--- src/rtl/tpu_pin_bridge.sv ---
// tpu_pin_bridge: bridge between the narrow pin bus and the tpu core.
// Instructions arrive as little-endian PIN_W-wide beats. Each complete word
// goes into a small circular FIFO that the core drains with valid/ready.
// A wide core result is held until the host reads it back one beat at a time.
module tpu_pin_bridge #(
    parameter int PIN_W    = 8,
    parameter int INSTR_W  = 16,
    parameter int RESULT_W = 16,
    parameter int DEPTH    = 4
) (
    input  logic                clk,
    input  logic                rst_n,
    input  logic [PIN_W-1:0]    pin_data,
    input  logic                pin_strobe,
    input  logic                pin_sync,
    input  logic                pin_rd,
    output logic [PIN_W-1:0]    pin_out,
    output logic [4:0]          status,
    output logic [INSTR_W-1:0]  instr,
    output logic                instr_valid,
    input  logic                instr_ready,
    input  logic [RESULT_W-1:0] result,
    input  logic                result_valid
);

    localparam int IB = INSTR_W / PIN_W;
    localparam int RB = RESULT_W / PIN_W;
    localparam int AW = $clog2(DEPTH);
    localparam int CW = AW + 1;
    // Counters stay one bit wide in the single-beat case and are then held at 0.
    localparam int BW = (IB > 1) ? $clog2(IB) : 1;
    localparam int RW = (RB > 1) ? $clog2(RB) : 1;

    localparam logic [BW-1:0] BEAT_LAST  = BW'(IB - 1);
    localparam logic [RW-1:0] RBEAT_LAST = RW'(RB - 1);
    localparam logic [CW-1:0] CNT_FULL   = CW'(DEPTH);

    // ---------------------------------------------------------------------
    // Assembler state
    // ---------------------------------------------------------------------
    logic [BW-1:0]      beat_q, beat_d;
    logic [INSTR_W-1:0] asm_q, asm_d;
    logic [INSTR_W-1:0] asm_word_s;
    logic               strobe_s;
    logic               beat_last_s;

    // ---------------------------------------------------------------------
    // FIFO state
    // ---------------------------------------------------------------------
    logic [INSTR_W-1:0] mem_q [DEPTH];
    logic [AW-1:0]      wptr_q, wptr_d;
    logic [AW-1:0]      rptr_q, rptr_d;
    logic [CW-1:0]      cnt_q, cnt_d;
    logic               full_s, empty_s;
    logic               push_req_s, push_s, pop_s, drop_s;
    logic               instr_ovf_q, instr_ovf_d;

    // ---------------------------------------------------------------------
    // Result state
    // ---------------------------------------------------------------------
    logic [RESULT_W-1:0] res_q, res_d;
    logic [RW-1:0]       rbeat_q, rbeat_d;
    logic                pending_q, pending_d;
    logic                result_ovf_q, result_ovf_d;
    logic                rd_fire_s, rd_done_s, capture_s, res_drop_s;

    // A sync pulse wins over a coincident beat, which is simply discarded.
    assign strobe_s    = pin_strobe && !pin_sync;
    assign beat_last_s = (beat_q == BEAT_LAST);

    // Merge the incoming beat into its little-endian slot of the assembly word.
    always_comb begin
        asm_word_s = asm_q;
        for (int i = 0; i < IB; i++) begin
            if (beat_q == BW'(i)) begin
                asm_word_s[i*PIN_W +: PIN_W] = pin_data;
            end else begin
                asm_word_s[i*PIN_W +: PIN_W] = asm_q[i*PIN_W +: PIN_W];
            end
        end
    end

    // Next-state for the beat counter and the partial-word register.
    always_comb begin
        beat_d = beat_q;
        asm_d  = asm_q;
        if (pin_sync) begin
            beat_d = {BW{1'b0}};
        end else if (strobe_s) begin
            asm_d = asm_word_s;
            if (beat_last_s) begin
                beat_d = {BW{1'b0}};
            end else begin
                beat_d = beat_q + BW'(1);
            end
        end else begin
            beat_d = beat_q;
        end
    end

    assign full_s     = (cnt_q == CNT_FULL);
    assign empty_s    = (cnt_q == {CW{1'b0}});
    assign pop_s      = !empty_s && instr_ready;
    assign push_req_s = strobe_s && beat_last_s;
    // At full a push is only accepted when a pop frees the slot in the same cycle.
    assign push_s     = push_req_s && (!full_s || pop_s);
    assign drop_s     = push_req_s && full_s && !pop_s;

    // Next-state for FIFO pointers, occupancy and the instruction overflow flag.
    always_comb begin
        wptr_d      = wptr_q;
        rptr_d      = rptr_q;
        cnt_d       = cnt_q;
        instr_ovf_d = instr_ovf_q;
        if (push_s) begin
            wptr_d = wptr_q + AW'(1);
        end else begin
            wptr_d = wptr_q;
        end
        if (pop_s) begin
            rptr_d = rptr_q + AW'(1);
        end else begin
            rptr_d = rptr_q;
        end
        case ({push_s, pop_s})
            2'b10:   cnt_d = cnt_q + CW'(1);
            2'b01:   cnt_d = cnt_q - CW'(1);
            default: cnt_d = cnt_q;
        endcase
        if (pin_sync) begin
            instr_ovf_d = 1'b0;
        end else if (drop_s) begin
            instr_ovf_d = 1'b1;
        end else begin
            instr_ovf_d = instr_ovf_q;
        end
    end

    // Read handshake: the last beat completes a read before any new capture.
    assign rd_fire_s  = pin_rd && pending_q;
    assign rd_done_s  = rd_fire_s && (rbeat_q == RBEAT_LAST);
    assign capture_s  = result_valid && (!pending_q || rd_done_s);
    assign res_drop_s = result_valid && pending_q && !rd_done_s;

    // Next-state for the held result, readout beat and result overflow flag.
    always_comb begin
        res_d        = res_q;
        rbeat_d      = rbeat_q;
        pending_d    = pending_q;
        result_ovf_d = result_ovf_q;
        if (capture_s) begin
            res_d     = result;
            rbeat_d   = {RW{1'b0}};
            pending_d = 1'b1;
        end else if (rd_done_s) begin
            rbeat_d   = {RW{1'b0}};
            pending_d = 1'b0;
        end else if (rd_fire_s) begin
            rbeat_d   = rbeat_q + RW'(1);
        end else begin
            rbeat_d   = rbeat_q;
        end
        if (pin_sync) begin
            result_ovf_d = 1'b0;
        end else if (res_drop_s) begin
            result_ovf_d = 1'b1;
        end else begin
            result_ovf_d = result_ovf_q;
        end
    end

    // Assembler registers.
    always_ff @(posedge clk or negedge rst_n) begin
        if (!rst_n) begin
            beat_q <= {BW{1'b0}};
            asm_q  <= {INSTR_W{1'b0}};
        end else begin
            beat_q <= beat_d;
            asm_q  <= asm_d;
        end
    end

    // FIFO storage: write the completed word at the write pointer.
    always_ff @(posedge clk or negedge rst_n) begin
        if (!rst_n) begin
            mem_q <= '{default: '0};
        end else if (push_s) begin
            mem_q[wptr_q] <= asm_word_s;
        end else begin
            mem_q <= mem_q;
        end
    end

    // FIFO control registers and instruction overflow flag.
    always_ff @(posedge clk or negedge rst_n) begin
        if (!rst_n) begin
            wptr_q      <= {AW{1'b0}};
            rptr_q      <= {AW{1'b0}};
            cnt_q       <= {CW{1'b0}};
            instr_ovf_q <= 1'b0;
        end else begin
            wptr_q      <= wptr_d;
            rptr_q      <= rptr_d;
            cnt_q       <= cnt_d;
            instr_ovf_q <= instr_ovf_d;
        end
    end

    // Result holding and readout registers.
    always_ff @(posedge clk or negedge rst_n) begin
        if (!rst_n) begin
            res_q        <= {RESULT_W{1'b0}};
            rbeat_q      <= {RW{1'b0}};
            pending_q    <= 1'b0;
            result_ovf_q <= 1'b0;
        end else begin
            res_q        <= res_d;
            rbeat_q      <= rbeat_d;
            pending_q    <= pending_d;
            result_ovf_q <= result_ovf_d;
        end
    end

    // Outputs are pure decodes of registered state.
    assign instr       = mem_q[rptr_q];
    assign instr_valid = !empty_s;
    assign pin_out     = res_q[rbeat_q*PIN_W +: PIN_W];
    assign status      = {instr_ovf_q, result_ovf_q, pending_q, full_s, empty_s};

endmodule

--- config.mk ---
export PLATFORM = sky130hd
export DESIGN_NAME = tpu_pin_bridge
export DESIGN_NICKNAME = d
export VERILOG_FILES = /design/src/rtl/tpu_pin_bridge.sv
export SDC_FILE = /design/constraint.sdc
export NUM_CORES = 1
export LEC_CHECK = 0
export BUFFER_PORTS_ARGS = -buffer_cell sky130_fd_sc_hd__buf_2
export CORE_AREA = 2 2 135 137
export CTS_CLUSTER_SIZE = 30
export DETAILED_ROUTE_END_ITERATION = 10
export DIE_AREA = 0 0 137 139
export SYNTH_ARGS = -nofsm -noshare
export SYNTH_HDL_FRONTEND = slang
export SYNTH_SLANG_ARGS = --single-unit
--- constraint.sdc ---
create_clock -name clk -period 5.9 [get_ports clk]
set_clock_uncertainty 0.15 [all_clocks]
set_input_delay 0 -clock clk [delete_from_list [all_inputs] [get_ports clk]]
set_output_delay 0 -clock clk [all_outputs]
set_load 0.01 [all_outputs]
==> results of run 1 <==
## metrics by stage
stage / area, um2 / hold slack [ps] / util (%)
after floorplan: 5150 / -446 / -
after global placement: 5570 / -246 / 31.6
after detailed placement: 5570 / -237 / 31.6
after CTS: 6200 / 260 / 35.1
after global routing: 6200 / 272 / 35.1
final: 6200 / 267 / 35.1
## where the power goes
| part | total [W] | switching (W) | internal (W) |
|---|---|---|---|
| combinational | 0.00105 | 0.000407 | 0.000642 |
| clock | 0.000630 | 0.000274 | 0.000356 |
| sequential | 0.00124 | 0.000203 | 0.00104 |
## cells by family after synthesis
| logic type | Yosys count |
|---|---|
| multiplexers | 137 |
| flip-flops | 108 |
| buffers and inverters | 30 |
| AND/OR/NAND/NOR | 21 |
| XOR/XNOR | 7 |
| AO/OA/AOI/OAI | 6 |
| adder cells (fa/ha/maj) | 6 |
## routing by layer
metal  routed length, um  vias up  GRT usage [%]
li1                    -     1307              -
met1                4830     1446           15.5
met2                4850       50           17.3
met3                 396        9           2.60
met4                 117        0           4.23
met5                   0        -              0
## worst max-delay path, cell delays in order, from the launching register on
cell     delay [ps]
dfrtp_1         870
and3b_1         770
and2_2          310
inv_1            50
ha_1            210
inv_1            70
fa_1            170
xor2_1          160
nor2_1           70
xor2_1          140
## area by class of cell
cell class                      instances  area share, %
Clock inverter                          4          0.887
Tap cell                              229           4.62
Timing Repair Buffer                   94           10.3
Inverter                                9          0.545
Multi-Input combinational cell        177           36.0
Clock buffer                           12           4.13
Sequential cell                       108           43.6
## worst paths after layout
| kind | start | to | slack (ps) | cells after the start |
|---|---|---|---|---|
| max | beat_last_s | cnt_q[2] | 2830 | 9 |
| min | pin_sync | beat_last_s | 270 | 3 |
| max reg2reg | beat_last_s | cnt_q[2] | 2830 | 9 |
| min reg2reg | mem_q[0] | mem_q[0] | 350 | 1 |
| max in group asynchronous | rst_n | res_q[7] | 4240 | 3 |
| min in group asynchronous | rst_n | wptr_q[0] | 380 | 3 |
## registers in the layout (all words and copies together), names as in the netlist
| register | count |
|---|---|
| res_q | 16 |
| cnt_q | 3 |
| beat_last_s | 1 |
| rbeat_q | 1 |
| asm_q | 16 |
| instr_ovf_q | 1 |
| mem_q | 64 |
| wptr_q | 2 |
| pending_q | 1 |
| rptr_q | 2 |
| result_ovf_q | 1 |
## cells in the final DEF, fill, tap and decap left out, types with 2 or more instances in the layout
master / Yosys / layout
dfrtp_1: 108 / 108
mux2_2: 80 / 80
buf_2: 6 / 59
mux2_4: 40 / 40
dlygate4sd3_1: 0 / 32
mux4_2: 16 / 16
inv_1: 9 / 9
clkbuf_16: 0 / 9
ha_1: 5 / 5
nand3_4: 4 / 4
xnor2_1: 4 / 4
nand2b_1: 3 / 3
nor2_1: 3 / 3
xor2_1: 3 / 3
buf_4: 7 / 3
nand3_1: 2 / 2
o21ai_0: 2 / 2
nand2_1: 2 / 2
inv_6: 0 / 2
clkbuf_8: 0 / 2
==> reports/qor.csv, run 1 <==
stage,metric,value,unit
detailed_routing,avgRoutedWirePerCell,16.1,um
yosys,synthFlopType,dfrtp_1,
finish,regArea,0.00270,mm2
global_route,antenna_found_initial,0,
cts,cts.sinks,108,
yosys,synth-simple-area-share,3.38,%
worst_setup_path,critPathCaptureType,flop,
yosys,synth.most_common_cell,dfrtp_1,
global_route,grt_pass1_vias,3035,
timing,relSlewSlack,28.3,%
detailed_routing,routed_wl,10.2,mm
pwr,peakVddDrop,0.209,mV
yosys,synth_xor_area_share,1.19,%
finish,multi_input_area,0.00223,mm2
cts,numCtsBuffers,9,
yosys,syn-instance-count,315,
cts,ctsResizeCount,0,
cts,clk_pin_slew,70,ps
timing,fmax,325,MHz
global_route,globalRouteTotalUtil,11.3,%
floorplanning,fp.dieH,139,um
finish,area_delta_synth_final,20.4,%
yosys,yosys-top-cells-area,"dfrtp_1, mux2_2, mux2_4",
worst_setup_path,crit_type,flop to flop,
global_route,grt_overflow,0,
finish,nNetsFinal,436,
finish,fill_cells,1719,
detailed_routing,drt_iter0_markers,139,
cts,clk_latency,350,ps
min_path,hp-class,primary input to flop,
cts,clock_path_buffers,2,
global_route,grt_first_pass_wirelength,16.5,mm
job,maxCapViolations,0,
worst_setup_path,crit_arrival,3150,ps
timing,final-setup-viol-count,0,
pwr,leakage,2.91,nW
yosys,synth_top_family_by_area,multiplexers,
placement,pre_cts_ws,2810,ps
timing,worst_slack,2830,ps
worst_setup_path,start_kind,flop,
yosys,synth_async_sr_flop_share,100,%
pwr,finalPower,0.00292,W
finish,drive_above_1_share,55.2,%
yosys,synth_fp_nets,352,
finish,diodes,0,
cts,htreeDepth,3,
yosys,synth_area_per_cell,16.4,um2
yosys,synth-seq-cells,108,
yosys,synth.distinct_cells,33,
cts,hold_buffers,32,
placement,routabilityCongestion,0.700,
timing,rsz0062_at_grt,no,
placement,io_buffers,60,
detailed_routing,antenna_left,0,
timing,hold_viol,0,
timing,slew_viol_final,0,
yosys,ys_top_cells_by_count,"dfrtp_1, mux2_2, mux2_4, mux4_2, inv_1",
floorplanning,core,0.0177,mm2
floorplanning,die_x,137,um
detailed_routing,num_vias,2812,
finish,fin_cells,633,
placement,hpwl,6.66,mm
timing,fin_tns_setup,0,ps
timing,period_needed,3070,ps
yosys,yosysSeqAreaShare,52.5,%
pwr,power_density,471,mW/mm2
yosys,synth_area_leader_cell,dfrtp_1,
cts,cts_setup_buffers,0,
floorplanning,ios,61,
cts,cts_tree,done,
outcome,status,completed,
yosys,synth_area,0.00515,mm2
global_route,grt_max_degree,87,
worst_setup_path,required,5980,ps
placement,dp.cells,585,
worst_setup_path,worstPathMaxFanout,20,
yosys,synth_top_area_share,52.5,%
yosys,ys_warn_count,0,
detailed_routing,drtPass1Iterations,4,
floorplanning,die_area,0.0190,mm2
floorplanning,initial_utilization,29.2,%
yosys,synthAdderAreaFrac,1.60,%
timing,finalCritPeriodShare,52.1,%
floorplanning,rows,49,
yosys,muxShareOfSynthArea,36.3,%
detailed_routing,drt-vias-per-instance,4.44,
detailed_routing,drc,0,
yosys,synth_edf_count,0,
yosys,synth-compound-area-share,0.801,%
cts,root_buffer,clkbuf_16,
timing,tightest_slew,1080,ps
Note: power is estimated with default switching activity, not from simulation.
==> run 2: changes to the inputs <==
==> constraint.sdc (replaced) <==
create_clock -name clk -period 2.6 [get_ports clk]
set_clock_uncertainty 0.15 [all_clocks]
set_input_delay 0 -clock clk [delete_from_list [all_inputs] [get_ports clk]]
set_output_delay 0 -clock clk [all_outputs]
set_load 0.01 [all_outputs]
==> reports/qor.csv, run 2 (synthesis gave the netlist of run 1 again) <==
stage,metric,value,unit
worst_setup_path,worstPathMaxFanout,3,
finish,diodes,0,
cts,clk_pin_slew,70,ps
floorplanning,core,0.0177,mm2
min_path,hp-class,primary input to asynchronous set/reset pin,
floorplanning,die_area,0.0190,mm2
detailed_routing,avgRoutedWirePerCell,15.9,um
pwr,leakage,2.96,nW
pwr,power_density,1070,mW/mm2
global_route,grt_first_pass_wirelength,16.8,mm
worst_setup_path,critPathCaptureType,flop,
floorplanning,die_x,137,um
timing,finalHoldWorstSlack,130,ps
floorplanning,initial_utilization,29.2,%
worst_setup_path,crit_type,flop to flop,
cts,htreeDepth,3,
pwr,peakVddDrop,0.387,mV
global_route,grt_pass1_vias,3096,
worst_setup_path,crit_arrival,2580,ps
timing,fin_tns_setup,0,ps
cts,cts_tree,done,
timing,period_needed,2460,ps
worst_setup_path,start_kind,flop,
cts,clock_path_buffers,2,
finish,nNetsFinal,445,
detailed_routing,routed_wl,10.2,mm
worst_setup_path,cpMaxStageDelayCell,or4b_4,
floorplanning,fp.dieH,139,um
worst_setup_path,required,2710,ps
finish,reg_top3,"mem_q (64), asm_q (16), res_q (16)",
finish,drive_above_1_share,56.1,%
detailed_routing,drt_iter0_markers,98,
placement,pre_cts_ws,115,ps
cts,clk_latency,350,ps
finish,largest_reg_flops,64,
floorplanning,ios,61,
timing,fmax,406,MHz
timing,hold_viol,0,
cts,cts.sinks,108,
timing,tightest_slew,797,ps
global_route,grt_max_degree,63,
timing,relSlewSlack,46.9,%
outcome,status,completed,
finish,layout_commonest_cell,dfrtp_1,
timing,worst_slack,137,ps
timing,final-setup-viol-count,0,
detailed_routing,drtPass1Iterations,4,
timing,slew_viol_final,0,
placement,hpwl,6.88,mm
finish,final_cell_mix,"dfrtp_1, mux2_2, buf_2",
cts,numCtsBuffers,9,
detailed_routing,drc,0,
timing,rsz0062_at_grt,no,
detailed_routing,antenna_left,0,
placement,routabilityCongestion,0.729,
finish,regMostFlops,mem_q,
floorplanning,rows,49,
finish,area_delta_synth_final,22.0,%
finish,fill_cells,1706,
detailed_routing,drt-vias-per-instance,4.50,
job,maxCapViolations,0,
placement,io_buffers,60,
global_route,antenna_found_initial,0,
global_route,grt_overflow,0,
worst_setup_path,cpPeakStageDelay,540,ps
cts,root_buffer,clkbuf_16,
detailed_routing,num_vias,2886,
global_route,globalRouteTotalUtil,11.4,%
worst_setup_path,crit_path_cell_trace,or4b_4 > and2_2 > inv_1 > ha_1 > inv_1 > fa_1 > xor2_1 > nor2_1 > xor2_1,
timing,finalCritPeriodShare,94.7,%
==> run 2: per-layer routing <==
layer | wire length [um] | part of all wire, % | track usage (%) | up-vias
li1 | - | - | - | 1312
met1 | 4860 | 48 | 15.4 | 1527
met2 | 4960 | 49 | 18.3 | 36
met3 | 231 | 2.3 | 2.30 | 11
met4 | 148 | 1.5 | 4.07 | 0
met5 | 0 | 0 | 0 | -
==> run 2: report_power, final <==
part,internal [W],total [W],switching (W)
clock,0.000866,0.00147,0.000607
combinational,0.00152,0.00251,0.000988
sequential,0.00236,0.00277,0.000410
==> run 2: area by class of cell <==
class / instances / area, um2 / share of cell area, %
clock buffer: 11 / 243 / 3.86
clock inverter: 4 / 73.8 / 1.17
inverter: 9 / 33.8 / 0.537
multi-input combinational: 177 / 2230 / 35.5
sequential: 108 / 2700 / 43.0
tap: 229 / 287 / 4.56
timing repair buffer: 103 / 718 / 11.4
==> run 2: what timing repair did <==
action                     in CTS  in global routing
setup buffers                   0                  1
setup endpoints to repair       0                  1
hold buffers                   32                  0
hold endpoints to repair      151                  0
gates resized for setup         0                  0
==> run 2: path summary, 6_finish.rpt <==
check	start	endpoint	slack, ps	cells after the start
setup / recovery	cnt_q[1]	cnt_q[2]	140	9
hold / removal	rst_n	res_q[9]	130	2
setup reg to reg	cnt_q[1]	cnt_q[2]	140	9
hold reg to reg	mem_q[34]	mem_q[34]	350	1
max in group asynchronous	rst_n	mem_q[30]	1350	3
min in group clk	result[0]	res_q[0]	270	3
==> run 2: stage by stage <==
step | total power, W | cells | util (%) | area, um2
after floorplan | 0.00453 | 315 | - | 5150
after global placement | 0.00520 | 593 | 32.0 | 5640
after detailed placement | 0.00531 | 593 | 32.0 | 5640
after CTS | 0.00685 | 640 | 35.6 | 6280
after global routing | 0.00717 | 641 | 35.6 | 6290
final | 0.00675 | 641 | 35.6 | 6290
==> run 2: worst max-delay path, delay by kind of cell, from the launching register on <==
family / cells / cell delay [ps]
flops: 1 / 400
xor+xnor: 2 / 310
buf+inv: 2 / 120
fa+ha+maj: 2 / 540
simple gates: 3 / 880
